<file path="src/rtl/lmsm_pkg.sv">
// lmsm_pkg: shared state type and default sizes for the LM/SM memory sequencer.
package lmsm_pkg;

  // Register-file size; the LM/SM register mask has one bit per register.
  localparam int unsigned NREG_DEFAULT       = 8;
  // Width of a register index (R0..R7).
  localparam int unsigned REG_IDX_W          = 3;
  // Data memory size in words, only consulted by the optional bounds check.
  localparam int unsigned DMEM_DEPTH_DEFAULT = 4096;

  typedef enum logic [1:0] {
    StIdle,
    StRun,
    StDone
  } lmsm_state_e;

endpackage

</file>
<file path="src/rtl/lmsm_prio_enc.sv">
// lmsm_prio_enc: combinational lowest-set-bit encoder for the LM/SM register mask.
module lmsm_prio_enc
  import lmsm_pkg::*;
#(
  parameter int unsigned NREG = NREG_DEFAULT
) (
  input  logic [NREG-1:0]      mask,
  output logic [REG_IDX_W-1:0] idx,
  output logic                 valid
);

  // Scan from the top down so the last hit, the lowest set bit, wins (R0 first).
  always_comb begin
    idx   = '0;
    valid = 1'b0;
    for (int i = int'(NREG) - 1; i >= 0; i--) begin
      if (mask[i]) begin
        idx   = REG_IDX_W'(i);
        valid = 1'b1;
      end
    end
  end

endmodule

</file>
<file path="src/rtl/lmsm_mem_sequencer.sv">
// lmsm_mem_sequencer: multi-cycle data-memory sequencer for IITB-RISC LM/SM.
// Walks the latched register mask from R0 upwards and issues one memory access
// per cycle at consecutive addresses, stalling the pipeline until finished.
// Optional feature macro: LMSM_BOUNDS_CHECK_EN (abort with an err pulse when the
// current address is at or beyond DMEM_DEPTH).
module lmsm_mem_sequencer
  import lmsm_pkg::*;
#(
  parameter int unsigned ADDR_W     = 16,
  parameter int unsigned DATA_W     = 16,
  parameter int unsigned NREG       = NREG_DEFAULT,
  parameter int unsigned DMEM_DEPTH = DMEM_DEPTH_DEFAULT
) (
  input  logic                 clk,
  input  logic                 rst_n,
  input  logic                 start,
  input  logic                 is_store,
  input  logic [NREG-1:0]      reg_mask,
  input  logic [ADDR_W-1:0]    base_addr,
  output logic                 mem_read,
  output logic                 mem_write,
  output logic [ADDR_W-1:0]    mem_addr,
  output logic [DATA_W-1:0]    mem_din,
  input  logic [DATA_W-1:0]    mem_dout,
  output logic [REG_IDX_W-1:0] rf_rd_idx,
  input  logic [DATA_W-1:0]    rf_rdata,
  output logic                 rf_we,
  output logic [REG_IDX_W-1:0] rf_wr_idx,
  output logic [DATA_W-1:0]    rf_wdata,
  output logic                 stall,
  output logic                 busy,
  output logic                 done,
  output logic                 err
);

  lmsm_state_e           state_q, state_d;
  logic [NREG-1:0]       rem_q, rem_d;
  logic [NREG-1:0]       rem_after;
  logic [ADDR_W-1:0]     addr_q, addr_d;
  logic                  dir_q, dir_d;
  logic [REG_IDX_W-1:0]  idx;
  logic                  idx_valid;
  logic                  oob;

  lmsm_prio_enc #(
    .NREG (NREG)
  ) u_prio_enc (
    .mask  (rem_q),
    .idx   (idx),
    .valid (idx_valid)
  );

  // Remaining mask once the register picked this cycle has been transferred.
  assign rem_after = rem_q & ~(NREG'(1) << idx);

`ifdef LMSM_BOUNDS_CHECK_EN
  // Current access falls outside the physical data memory.
  assign oob = (32'(addr_q) >= DMEM_DEPTH);
`else
  // Unchecked build: addresses simply wrap at 2^ADDR_W.
  assign oob = 1'b0;
`endif

  // Data paths are straight wires; only the strobes qualify them.
  assign mem_din  = rf_rdata;
  assign rf_wdata = mem_dout;

  assign busy  = (state_q != StIdle);
  // Combinational so the LM/SM is frozen in its issue cycle.
  assign stall = busy | (start & (state_q == StIdle));

  // State, remaining mask, address pointer and direction registers.
  always_ff @(posedge clk or negedge rst_n) begin
    if (!rst_n) begin
      state_q <= StIdle;
      rem_q   <= '0;
      addr_q  <= '0;
      dir_q   <= 1'b0;
    end else begin
      state_q <= state_d;
      rem_q   <= rem_d;
      addr_q  <= addr_d;
      dir_q   <= dir_d;
    end
  end

  // Next-state logic and per-cycle memory / register-file strobes.
  always_comb begin
    state_d   = state_q;
    rem_d     = rem_q;
    addr_d    = addr_q;
    dir_d     = dir_q;
    mem_read  = 1'b0;
    mem_write = 1'b0;
    mem_addr  = '0;
    rf_rd_idx = '0;
    rf_we     = 1'b0;
    rf_wr_idx = '0;
    done      = 1'b0;
    err       = 1'b0;

    unique case (state_q)
      StIdle: begin
        if (start) begin
          rem_d   = reg_mask;
          addr_d  = base_addr;
          dir_d   = is_store;
          state_d = (reg_mask != '0) ? StRun : StDone;
        end
      end

      StRun: begin
        if (oob) begin
          // Abort: no strobes this cycle, drop whatever is left.
          err     = 1'b1;
          rem_d   = '0;
          state_d = StDone;
        end else if (idx_valid) begin
          mem_addr = addr_q;
          if (dir_q) begin
            mem_write = 1'b1;
            rf_rd_idx = idx;
          end else begin
            // Memory read is combinational, so the register is written this cycle.
            mem_read  = 1'b1;
            rf_we     = 1'b1;
            rf_wr_idx = idx;
          end
          rem_d  = rem_after;
          addr_d = addr_q + 1'b1;
          if (rem_after == '0) begin
            state_d = StDone;
          end
        end else begin
          state_d = StDone;
        end
      end

      StDone: begin
        done    = 1'b1;
        state_d = StIdle;
      end

      default: begin
        state_d = StIdle;
      end
    endcase
  end

endmodule

</file>
<file path="config.mk">
export PLATFORM = sky130hd
export DESIGN_NAME = lmsm_mem_sequencer
export DESIGN_NICKNAME = d
export VERILOG_FILES = /design/src/rtl/lmsm_pkg.sv /design/src/rtl/lmsm_prio_enc.sv /design/src/rtl/lmsm_mem_sequencer.sv
export SDC_FILE = /design/constraint.sdc
export NUM_CORES = 1
export LEC_CHECK = 0
export ABC_AREA = 1
export BUFFER_PORTS_ARGS = -buffer_cell sky130_fd_sc_hd__buf_4
export CORE_ASPECT_RATIO = 0.75
export CORE_MARGIN = 2
export CORE_UTILIZATION = 36
export DETAILED_ROUTE_END_ITERATION = 7
export GPL_ROUTABILITY_DRIVEN = 1
export PLACE_DENSITY = 0.67
export SYNTH_ARGS = -nofsm -noshare
export SYNTH_HDL_FRONTEND = slang
export SYNTH_SLANG_ARGS = --single-unit
</file>
<file path="constraint.sdc">
create_clock -name clk -period 2.3 [get_ports clk]
set_clock_uncertainty 0.15 [all_clocks]
set_input_delay 0.46 -clock clk [delete_from_list [all_inputs] [get_ports clk]]
set_output_delay 0.46 -clock clk [all_outputs]
set_load 0.1 [all_outputs]
</file>
==> impl_results.md <==
* Max Cap Violations at 0
* Post-synthesis mux area share at 0%
* Initial DRC Count at 144
* Hold crit path type: in2reg
* FP Rows at 24
* Met2 Usage GRT at about a quarter
* Number of placed instances, taps included at between 300 and 400
* Root buffer cell: clkbuf_8
* Port Buf Inserts at 55
* Footprint of the multi-input gates at 1246 µm²
* DP HPWL at approximately 4100 µm
* Drt total wl at approximately 6100 µm
* Tcrit/Tclk final at approximately 100%
* Xor/xnor share of the synthesized area at roughly 1.6%
* R2R setup slack at approximately 0.34 ns
* Gr usage total at around 18%
* Compound-Gate Fraction of Synth Area at between 10% and 20%
* Global Route met3 Usage at under 10%
* TritonCTS clock tree: built
* Crit. End Element: primary output
* Post-Syn Nets at roughly 370
* Die height at roughly 71 µm
* Total core area at roughly 5800 µm²
* Outcome: finished, final reports clean
* CP cell instances: inv_2 > nand2_2 > nor2_4 > a21oi_4 > buf_12 > inv_12 > nor2_4 > buf_12
* Clock-pin slew on the worst setup and hold paths at approximately 0.10 ns
* Post-route ant nets at 0
* Syn-to-layout area delta at 41.65%
* Inserted Diodes at 0
* Layout Cells excl Fill at 414
* CTS H-tree depth at 1
* Reg-to-Reg End: addr_q[15]$_DFFE_PN0P_
* Avg Synthesized Cell Area at approximately 7.1 µm²
* Share of the yosys chip area belonging to registers at a little under a third
* Clock sink count at 27
* Number of global-route vias before repair at between 1,500 and 2,000
* Fin. Hold Viols at 0
* Clk Latency, worst-skew pair at ~0.27 ns
* Critical path launch point type: flip-flop
* Reg-to-reg startpoint: rem_q[4]$_DFFE_PN0P_
* Synth Cell Area at around 2200 µm²
* Data arrival time of the critical path at about 1.7 ns
* Worst hold margin at 0.2848 ns
* WHS Endpoint: dir_q$_DFFE_PN0P_
* Die X at 93.38 µm
* Drt via density at 5.080
* Drt wl/cell at about 15 µm
* GPL Wtd Cong at roughly 0.84
* Max Freq at ~440 MHz
* IO Count at roughly 120
* Largest net degree at the start of global routing at 30
* Crit-path max cell delay at ~0.43 ns
* Layout cells sized above 1 at a little over two fifths
* DR pass1 iterations at 4
* Reg2Reg Depth at 10
* Synth Area in Simple Gates at between 20% and 30%
* Die ar. at between 6000 and 7000 µm²
* FF/Latch Area at between 600 and 700 µm²
* Synth Register Bits at 27
* Clk buf depth at 2
* Critical Path RT at ~1.7 ns
* Synth Area in Adders at less than 1%
* Most used routing layer: met1
* Max stage delay cell, worst path: dfrtp_1
* Largest family of logic cells by synthesized area: simple AND/OR/NAND/NOR gates
* Fin util at a little over half
* Hold path start: is_store
* # DRC at 0
* Initial Util at a little under two fifths
* RSZ-0062 raised after global routing: yes
* TritonCTS Buffers at 3
* CP bufs+invs at 4
* Post-synthesis cell count at 305
* Met1 GRT Util at between 20 and 30%
* Nets at just under 400
* Max-slew violations at 0
* Initial antenna violation count at 0
* Worst Path Max Fanout at 9
* Fillers at about 540
* CP top delay family: buffers and inverters
* Final setup fails at 0
* Warnings, synthesis at 0
* Critical path type: reg2out
* First-pass GRT wire length at between 9000 and 10,000 µm
* Hold Path Depth at 3
* Gr ovfl total at 0
* Synth unique cells at 35
* Min Tclk post-route at between 2 and 2.5 ns
* Routed via count at about 2,100
## kinds of logic after synthesis
logic type | Yosys count
buffers and inverters | 80
adders and majority gates | 1
AOI/OAI and AO/OA | 65
and+or+nand+nor | 127
xor gates and xnor gates | 4
other | 1
DFF | 27
## worst max path at each step
| stage | startpoint | endpoint | slack, ns | cells after the start |
|---|---|---|---|---|
| after floorplan | rem_q[1]$_DFFE_PN0P_ | mem_addr[0] | -0.39 | 6 |
| after global placement | rem_q[5]$_DFFE_PN0P_ | mem_write | 0.24 | 7 |
| after detailed placement | rem_q[5]$_DFFE_PN0P_ | mem_addr[3] | 0.18 | 7 |
| after CTS | rem_q[7]$_DFFE_PN0P_ | mem_addr[15] | -0.02 | 8 |
| after global routing | rem_q[6]$_DFFE_PN0P_ | rf_wr_idx[0] | -0.07 | 10 |
| final | rem_q[7]$_DFFE_PN0P_ | mem_read | 0.01 | 8 |
## worst register-to-register path: stages (launching register included)
cell and delay (ns):
dfrtp_1 0.43, nor2_4 0.15, inv_2 0.07, nor2_4 0.13
a21oi_4 0.10, buf_12 0.14, inv_12 0.12, nand2_4 0.15
buf_12 0.21, o211ai_1 0.11, o21ai_1 0.10
## final cells by class
| type | instances | share of cell area [%] |
|---|---|---|
| inverters | 36 | 5.528 |
| repair inverters | 2 | 0.8190 |
| repair buffers | 69 | 26.04 |
| well taps | 78 | 3.194 |
| clock buffers | 4 | 1.474 |
| multi-input cells | 198 | 40.79 |
| flip-flops and latches | 27 | 22.15 |
## per-stage QoR
stage / instance area [µm²] / TNS [ns] / setup WS (ns)
2_1_floorplan: 2282 / -5.455 / -0.3897
3_3_place_gp: 2520 / 0 / 0.2393
3_5_place_dp: 2520 / 0 / 0.1791
4_1_cts: 2775 / -0.07659 / -0.01830
5_1_grt: 3055 / -0.5443 / -0.07451
6_report: 3055 / 0 / 0.01003
## per-layer routing
metal  vias up  wire, µm  part of all wire [%]
li1       1034         -                     -
met1       977      2868                    47
met2        86      2714                    45
met3         6       417                   6.9
met4         0        52                  0.86
met5         -         0                     0
## state kept, by name, indices dropped and copies added, names as in the netlist
signal,flops
addr_q,16
rem_q,8
state_q,2
dir_q,1
## cells in the mapped netlist
master | number | area share, %
a211oi_2 | 1 | 0.58
o211ai_1 | 6 | 2.1
nor3_2 | 1 | 0.46
inv_4 | 1 | 0.29
a21oi_2 | 1 | 0.41
inv_1 | 27 | 4.7
nor2_1 | 37 | 6.4
o21ai_0 | 8 | 1.9
buf_2 | 3 | 0.70
a22oi_1 | 1 | 0.35
nor2_2 | 7 | 2.0
nand4_1 | 4 | 1.2
clkbuf_1 | 4 | 0.70
nand3_1 | 15 | 3.5
buf_4 | 35 | 12
buf_6 | 2 | 1.0
o22ai_1 | 8 | 2.3
nor3_4 | 1 | 0.75
a31oi_1 | 3 | 0.87
or2_2 | 1 | 0.29
nand2_2 | 1 | 0.29
ha_1 | 1 | 0.58
nor4_1 | 2 | 0.58
a22oi_2 | 2 | 1.2
nand2_4 | 2 | 1.0
nor3_1 | 8 | 1.9
inv_2 | 8 | 1.4
nand2_1 | 46 | 8.0
nor2_4 | 2 | 1.0
dfrtp_1 | 27 | 31
conb_1 | 1 | 0.17
o31ai_1 | 1 | 0.35
o21ai_1 | 20 | 4.6
xor2_1 | 4 | 1.6
a21oi_1 | 14 | 3.2
## cells in the final DEF, fill, tap and decap left out, drive strengths merged, types with 3 or more instances in the layout
| cell | netlist | routed |
|---|---|---|
| a21oi | 15 | 15 |
| a22oi | 3 | 3 |
| a31oi | 3 | 3 |
| buf | 40 | 68 |
| clkbuf | 4 | 4 |
| dfrtp | 27 | 27 |
| inv | 36 | 35 |
| nand2 | 49 | 49 |
| nand3 | 15 | 15 |
| nand4 | 4 | 4 |
| nor2 | 46 | 46 |
| nor3 | 10 | 10 |
| o211ai | 6 | 6 |
| o21ai | 28 | 28 |
| o22ai | 8 | 8 |
| xor2 | 4 | 4 |
## repair_timing
item                                    CTS  global route
endpoints found under the hold margin    27             0
resized for setup                        35            62
buffers inserted                          3             6
pin swaps                                 2             8
gates cloned                              2             0
endpoints found under the setup margin   23            25
hold buffers                              1             0
Power is left out: the tool's default activity adds up to more than one toggle a clock period on the data nets, which glitch-free logic cannot reach.
